File: config.mk
export PLATFORM = sky130hd
export DESIGN_NAME = stage4_mem
export DESIGN_NICKNAME = d
export VERILOG_FILES = /design/src/rtl/stage4_mem.sv
export SDC_FILE = /design/constraint.sdc
export NUM_CORES = 1
export LEC_CHECK = 0
export BUFFER_PORTS_ARGS = -buffer_cell sky130_fd_sc_hd__buf_2
export CAP_MARGIN = 25
export CELL_PAD_IN_SITES_DETAIL_PLACEMENT = 2
export CELL_PAD_IN_SITES_GLOBAL_PLACEMENT = 2
export CORE_MARGIN = 2
export CORE_UTILIZATION = 28
export CTS_CLUSTER_SIZE = 24
export DETAILED_ROUTE_END_ITERATION = 10
export PLACE_DENSITY = 0.75
export SLEW_MARGIN = 0
export SYNTH_ARGS = -nofsm -noshare
export SYNTH_HDL_FRONTEND = slang
export SYNTH_SLANG_ARGS = --single-unit
File: constraint.sdc
create_clock -name clk -period 1.45 [get_ports clk]
set_input_delay 0.2175 -clock clk [delete_from_list [all_inputs] [get_ports clk]]
set_output_delay 0.2175 -clock clk [all_outputs]
set_load 0.005 [all_outputs]
File: src/rtl/stage4_mem.sv
`default_nettype none
// ============================================================================
// Module   : stage4_mem
// Purpose  : Pipeline MEM stage with a handshaked data-memory port, stall
//            generation, bounded ack wait and sticky error flags.
// Revision : 1.0 - initial release
// ============================================================================
module stage4_mem #(
    parameter int TIMEOUT = 15
) (
    input  logic        clk,
    input  logic        reset_n,
    input  logic        ex_valid,
    input  logic        memread,
    input  logic        memwrite,
    input  logic        memtoreg,
    input  logic        regwrite,
    input  logic [31:0] alurslt,
    input  logic [31:0] wdata,
    input  logic [4:0]  wrreg,
    output logic        stall,
    output logic        dm_req,
    output logic        dm_we,
    output logic [31:0] dm_addr,
    output logic [31:0] dm_wdata,
    input  logic [31:0] dm_rdata,
    input  logic        dm_ack,
    output logic        regwrite_out,
    output logic        memtoreg_out,
    output logic [31:0] rdata,
    output logic [31:0] alurslt_out,
    output logic [4:0]  wrreg_out,
    output logic        misalign_err,
    output logic        timeout_err
);

    localparam logic [7:0] c_last = 8'(TIMEOUT - 1);

    typedef enum logic [0:0] {
        IDLE = 1'b0,
        WAIT = 1'b1
    } state_t;

    state_t      r_state, w_state_nxt;
    logic [7:0]  r_cnt, w_cnt_nxt;

    logic [31:0] r_hold_addr, r_hold_wdata;
    logic [4:0]  r_hold_wrreg;
    logic        r_hold_we, r_hold_rw, r_hold_mtr;

    logic        r_regwrite, r_memtoreg;
    logic [31:0] r_rdata, r_alurslt;
    logic [4:0]  r_wrreg;
    logic        r_misalign, r_timeout;

    logic        w_memop, w_misalign, w_capture, w_stall, w_set_mis, w_set_to;
    logic        w_wb_rw, w_wb_mtr;
    logic [31:0] w_wb_rdata, w_wb_alu;
    logic [4:0]  w_wb_wr;

    assign w_memop    = ex_valid & (memread | memwrite);
    assign w_misalign = (alurslt[1:0] != 2'b00);

    // MEM/WB defaults to a bubble; only completing instructions override it.
    always_comb begin
        w_state_nxt = r_state;
        w_cnt_nxt   = r_cnt;
        w_capture   = 1'b0;
        w_stall     = 1'b0;
        w_set_mis   = 1'b0;
        w_set_to    = 1'b0;
        w_wb_rw     = 1'b0;
        w_wb_mtr    = 1'b0;
        w_wb_rdata  = 32'd0;
        w_wb_alu    = 32'd0;
        w_wb_wr     = 5'd0;
        case (r_state)
            IDLE: begin
                if (w_memop) begin
                    if (w_misalign) begin
                        w_set_mis = 1'b1;
                    end else begin
                        w_stall     = 1'b1;
                        w_capture   = 1'b1;
                        w_cnt_nxt   = 8'd0;
                        w_state_nxt = WAIT;
                    end
                end else if (ex_valid) begin
                    w_wb_rw  = regwrite;
                    w_wb_mtr = memtoreg;
                    w_wb_alu = alurslt;
                    w_wb_wr  = wrreg;
                end
            end
            WAIT: begin
                if (dm_ack) begin
                    w_wb_rw     = r_hold_rw & ~r_hold_we;
                    w_wb_mtr    = r_hold_mtr;
                    w_wb_rdata  = r_hold_we ? 32'd0 : dm_rdata;
                    w_wb_alu    = r_hold_addr;
                    w_wb_wr     = r_hold_wrreg;
                    w_state_nxt = IDLE;
                end else if (r_cnt == c_last) begin
                    w_set_to    = 1'b1;
                    w_state_nxt = IDLE;
                end else begin
                    w_cnt_nxt = r_cnt + 8'd1;
                    w_stall   = 1'b1;
                end
            end
            default: w_state_nxt = IDLE;
        endcase
    end

    always_ff @(posedge clk or negedge reset_n) begin
        if (!reset_n) begin
            r_state      <= IDLE;
            r_cnt        <= 8'd0;
            r_hold_addr  <= 32'd0;
            r_hold_wdata <= 32'd0;
            r_hold_wrreg <= 5'd0;
            r_hold_we    <= 1'b0;
            r_hold_rw    <= 1'b0;
            r_hold_mtr   <= 1'b0;
            r_regwrite   <= 1'b0;
            r_memtoreg   <= 1'b0;
            r_rdata      <= 32'd0;
            r_alurslt    <= 32'd0;
            r_wrreg      <= 5'd0;
            r_misalign   <= 1'b0;
            r_timeout    <= 1'b0;
        end else begin
            r_state    <= w_state_nxt;
            r_cnt      <= w_cnt_nxt;
            r_regwrite <= w_wb_rw;
            r_memtoreg <= w_wb_mtr;
            r_rdata    <= w_wb_rdata;
            r_alurslt  <= w_wb_alu;
            r_wrreg    <= w_wb_wr;
            if (w_capture) begin
                r_hold_addr  <= alurslt;
                r_hold_wdata <= wdata;
                r_hold_wrreg <= wrreg;
                r_hold_we    <= memwrite;
                r_hold_rw    <= regwrite;
                r_hold_mtr   <= memtoreg;
            end
            if (w_set_mis) r_misalign <= 1'b1;
            if (w_set_to)  r_timeout  <= 1'b1;
        end
    end

    // Gated by reset_n so stall drops at once even while EX/MEM still holds a memop.
    assign stall        = reset_n & w_stall;
    assign dm_req       = (r_state == WAIT);
    assign dm_we        = dm_req & r_hold_we;
    assign dm_addr      = dm_req ? {r_hold_addr[31:2], 2'b00} : 32'd0;
    assign dm_wdata     = dm_req ? r_hold_wdata : 32'd0;
    assign regwrite_out = r_regwrite;
    assign memtoreg_out = r_memtoreg;
    assign rdata        = r_rdata;
    assign alurslt_out  = r_alurslt;
    assign wrreg_out    = r_wrreg;
    assign misalign_err = r_misalign;
    assign timeout_err  = r_timeout;

endmodule
`default_nettype wire

### After elaboration in Yosys (flattened, before gate mapping)

Cells that the tools add are included.

* magnitude comparators: 0
* multiply operators: 0
* div/mod/pow operators: 0
* add/sub/neg operators: 1
* mux-type cells: 38
* eq/ne operators: 5
* bitwise logic cells: 7
* shift operators: 0
* reductions and logical operators: 2

Operator list (count)
* 2-to-1 mux 32 bit: 8
* case mux 32 bit (2 select lines): 1
* 2-to-1 mux 8 bit: 4
* 2-to-1 mux 1 bit: 17
* case mux 8 bit (2 select lines): 1
* 2-to-1 mux 5 bit: 3
* case mux 5 bit (2 select lines): 1
* adder 8 x 1 -> 8 bit (second input constant): 1
* == test 8 x 4 -> 1 bit (second input constant): 1
* != test 2 bit (second input constant): 4
* case mux 1 bit (2 select lines): 3
* AND 1 bit: 4
* AND reduction 4 bit: 1
* inverter 1 bit: 2
* nonzero test 2 bit: 1
* bitwise OR 1 bit: 1

* logic and storage cells: 68
* bits in registers: 154
* bits in writable memories: 0
* latch bits: 0
* bits of input ports: 109
* output and inout bits: 140
* memory bits (read-only): 0
* memories kept: 0

### Longest topological paths before layout

* depth in word-level cells: 5
* gate-level depth with buffers: 7
* gate-level depth less buffers: 6

### Worst setup path after synthesis

No wires, ideal clock.

* kind: register to register
* start point: register r_cnt[0]
* end point: register r_cnt[3]
* buffers on the path: 1
* arrival: 1396 ps
* period minus slack after synthesis: 1524 ps
* setup slack: -74 ps
* setup time: 129 ps
* data required time: 1321 ps
* stages on the path, launching flop included: 8
* cell sequence: dfrtp_1 inv_1 ha_1 nand4b_1 o41ai_2 buf_4 o21ba_1 a31oi_1

* word-level cells in the longest chain between the ends: 4
* elaborated cells between the ends (all ways): 7
* classes of those cells: 1 x add/sub; 2 x eq/ne; 3 x mux; 1 x reduce/logical

RTL lines
* start, declared: line 45 `logic [7:0] r_cnt, w_cnt_nxt;`
* start signal, assigned: line 134 `r_cnt <= w_cnt_nxt;`
* adder 8 x 1 -> 8 bit: line 107 `w_cnt_nxt = r_cnt + 8'd1;`
* 2-to-1 mux 8 bit: line 103 `end else if (r_cnt == c_last) begin`
* 2-to-1 mux 8 bit: line 96 `if (dm_ack) begin`
* case mux 8 bit (2 select lines): line 77 `case (r_state)`

Several ways; a longest one is shown, not always the timed one. The select of a mux whose other input is x is not followed.
A chain may end at the register's enable or synchronous reset.

### Worst setup path in the final report

* start point: register r_cnt[0]
* end point: output port stall

* word-level cells in the longest chain between the ends: 5

RTL lines
* == test 8 x 4 -> 1 bit: line 103
* 2-to-1 mux 1 bit: line 103
* 2-to-1 mux 1 bit: line 96
* case mux 1 bit (2 select lines): line 77
* net w_stall: line 56 `logic w_memop, w_misalign, w_capture, w_stall, w_set_mis, w_set_to;`
* AND 1 bit: line 154 `assign stall = reset_n & w_stall;`
* end, declared: line 21 `output logic stall,`

The timed path passes the listed nets, and every way through them passes these cells.

==> impl_metrics.env <==
export IMPL_status="complete, but fails checks"
export IMPL_violations="setup timing"
export IMPL_path_buf_inv=2
export IMPL_yosys_register_bits=154
export IMPL_ys_flop_type="dfrtp_1"
export IMPL_slowest_stage="dfrtp_1"
export IMPL_synth_cells=443
export IMPL_drive_gt1_frac=0.6709
export IMPL_placed_cell_area_um2=7873
export IMPL_peakVddDrop_mv=0.7556
export IMPL_period_needed_ns=2.127
export IMPL_timing_fmax_mhz=470.2
export IMPL_timing_rr_start="r_cnt[0]$_DFFE_PN0P_"
export IMPL_ys_seq_area_frac=0.6309
export IMPL_synth_top_area_cell="dfrtp_1"
export IMPL_async_reset_ff_frac=1.000
export IMPL_rsz0062_at_grt="true"
export IMPL_clock_sinks=154
export IMPL_cts_tree="yes"
export IMPL_yosysWarnings=0
export IMPL_drc=0
export IMPL_syn2layout_area_growth_pct=67.43
export IMPL_ioPinCount=249
export IMPL_final_cell_area_um2=10230
export IMPL_slew_headroom=0.5977
export IMPL_clk_pin_slew_ns=0.07
export IMPL_synth_most_common_cell="dfrtp_1"
export IMPL_htree_num_levels=4
export IMPL_clk_path_buf_depth=2
export IMPL_vias=4881
export IMPL_nFillCells=2092
export IMPL_numCtsBuffers=17
export IMPL_setup_tns_ns=-27.29
export IMPL_fin_crit_sh=1.467
export IMPL_worstMarginPinSlew_ns=0.6034
export IMPL_avgSynthCellArea_um2=13.79
export IMPL_path_class="flop to output pin"
export IMPL_grt_pass1_vias=5423
export IMPL_grt_max_degree=103
export IMPL_syn_cell_area_um2=6108
export IMPL_yosysUniqueCellTypes=39
export IMPL_grt_usage=0.1766
export IMPL_fp_dieH_um=151.7
export IMPL_antenna_found_initial=1
export IMPL_clock_latency_ns=0.42
export IMPL_cap_violations=0
export IMPL_hold_path_class="input pin to flop"
export IMPL_powerDensity_nw_per_um2=1190
export IMPL_dp_hpwl_um=13100
export IMPL_clock_skew_ns=0.008363
export IMPL_setup_ws_ns=-0.6769
export IMPL_finalSetupViolations=204
export IMPL_gp_congestion=0.7266
export IMPL_wl_um=23640
export IMPL_synthTopCellsByArea="dfrtp_1, mux2_2, and2_1"
export IMPL_core_um2=21620
export IMPL_dieArea_um2=23010
export IMPL_nets=885
export IMPL_grt_overflow_total=0
export IMPL_path_cells="inv_1 > ha_2 > nand4b_1 > o41ai_4 > nand2_2 > and2_4 > buf_6"
export IMPL_p_leak_nw=5.157
export IMPL_ys_top_cells_by_count="dfrtp_1, and2_1, mux2_2"
export IMPL_cp_data_required_time_ns=1.23
export IMPL_totalPowerFinal_mw=12.17
export IMPL_start_kind="flop"
export IMPL_cp_end_kind="output pin"
export IMPL_final_antenna_net_count=0
export IMPL_worstHoldStart="dm_rdata[10]"
export IMPL_synth_edf_count=0
export IMPL_start_util=0.2825
export IMPL_slowest_delay_ns=0.38
export IMPL_crit_family="simple AND/OR/NAND/NOR gates"
export IMPL_fp_row_count=54
export IMPL_yosysTopAreaCellShare=0.6309
export IMPL_worstPathMaxFanout=2
export IMPL_first_iter_violations=105
export IMPL_grt_first_pass_wirelength_um=30640
export IMPL_maxSlewViolCount=0
export IMPL_viasPerCell=4.570
export IMPL_place_port_buffers=246
export IMPL_dr_pass1_iters=4
export IMPL_die_w_um=151.7
export IMPL_cp_startpoint="r_cnt[0]$_DFFE_PN0P_"
export IMPL_clockRootBuffer="clkbuf_16"
export IMPL_finalHoldViolations=0
export IMPL_arrival_ns=1.91
export IMPL_routedWlPerCell_um=22.14
-- routing by layer --
metal	GRT usage	vias to the layer above	routed length, um
met5	0	-	16
met2	0.3167	178	12730
li1	-	2193	-
met4	0.05278	2	239
met1	0.2020	2488	9232
met3	0.05389	20	1424
-- cells in the final DEF (no fill, tap or decap), drive strengths merged, types with 2 or more instances in the layout --
master and instances:
and2 100, clkinvlp 5, inv 4, o21ai 4
nand3 9, bufinv 3, nand2 4, nor2 5
mux2i 2, nand4 2, o211ai 2, mux2 70
conb 2, ha 2, dfrtp 154, dlygate4sd3 26
clkbuf 30, buf 304, a22o 39, clkinv 2
and2b 2
-- final cells by class --
type                            count  area [um^2]  area share
Antenna cell                        1        2.502   0.0002447
Clock buffer                       20        466.7     0.04563
Sequential cell                   154         3855      0.3769
Tap cell                          280        350.3     0.03425
Timing Repair Buffer              340         2924      0.2859
Multi-Input combinational cell    259         2459      0.2404
Clock inverter                     12        162.7     0.01590
Inverter                            2        7.507   0.0007340
-- stage by stage --
step / hold WS, ns / util / instances / setup slack (ns)
final: 0.02840 / 0.4730 / 1068 / -0.6769
after global routing: 0.004682 / 0.4729 / 1067 / -0.7600
after CTS: 0.002400 / 0.4266 / 1047 / -0.6209
after detailed placement: 0.04046 / 0.3641 / 970 / -0.1887
after global placement: 0.03846 / 0.3641 / 970 / -0.1207
after floorplan: -0.07809 / - / 444 / -0.07415
-- path summary, 6_finish.rpt --
path,endpoint,slack (ns),cells after the start
setup / recovery,stall,-0.68,7
hold / removal,rdata[10]$_DFF_PN0_,0.03,2
setup reg to reg,r_cnt[2]$_DFFE_PN0P_,-0.34,8
hold reg to reg,timeout_err$_DFFE_PN0P_,0.46,1
max in group asynchronous,r_hold_wdata[27]$_DFFE_PN0P_,0.47,3
min in group asynchronous,alurslt_out[24]$_DFF_PN0_,0.17,2
-- kinds of logic (layout without fill, tap and decap cells) --
kind of cell / after synthesis / in the layout / synth area share
buffers and inverters: 31 / 374 / 0.02622
and+or+nand+nor: 129 / 129 / 0.1297
AOI/OAI and AO/OA: 54 / 54 / 0.07559
other: 1 / 3 / 0.0006139
muxes: 72 / 72 / 0.1329
adders and majority gates: 2 / 2 / 0.004096
DFF: 154 / 154 / 0.6309
-- what timing repair did --
item,4_1_cts,5_1_grt
hold buffers,26,0
endpoints found under the setup margin,134,204
pin swaps,3,39
buffers inserted,14,16
hold endpoints to repair,114,0
gates cloned,6,16
resized for setup,65,169
-- worst reg2reg max path, stage by stage (launching register included) --
cell and delay, ns:
dfrtp_1 0.38, inv_1 0.07, ha_2 0.16, nand4b_1 0.17
o41ai_4 0.38, buf_4 0.19, buf_6 0.13, or3b_1 0.11
o211ai_1 0.08
-- sequential cells by signal, summed over array words and instances (netlist names) --
name          cells
r_hold_wdata     32
misalign_err      1
r_hold_addr      32
memtoreg_out      1
rdata            32
r_hold_wrreg      5
alurslt_out      32
wrreg_out         5
r_hold_rw         1
dm_req            1
r_cnt             8
timeout_err       1
r_hold_mtr        1
regwrite_out      1
r_hold_we         1
-- report_power, final --
group / leakage (nW) / internal (mW) / switching, mW
registers: 1.98 / 4.84 / 0.379
clock network: 0.292 / 2.87 / 1.91
logic: 2.89 / 1.33 / 0.843
No activity file was read; power rests on OpenSTA's default activity.
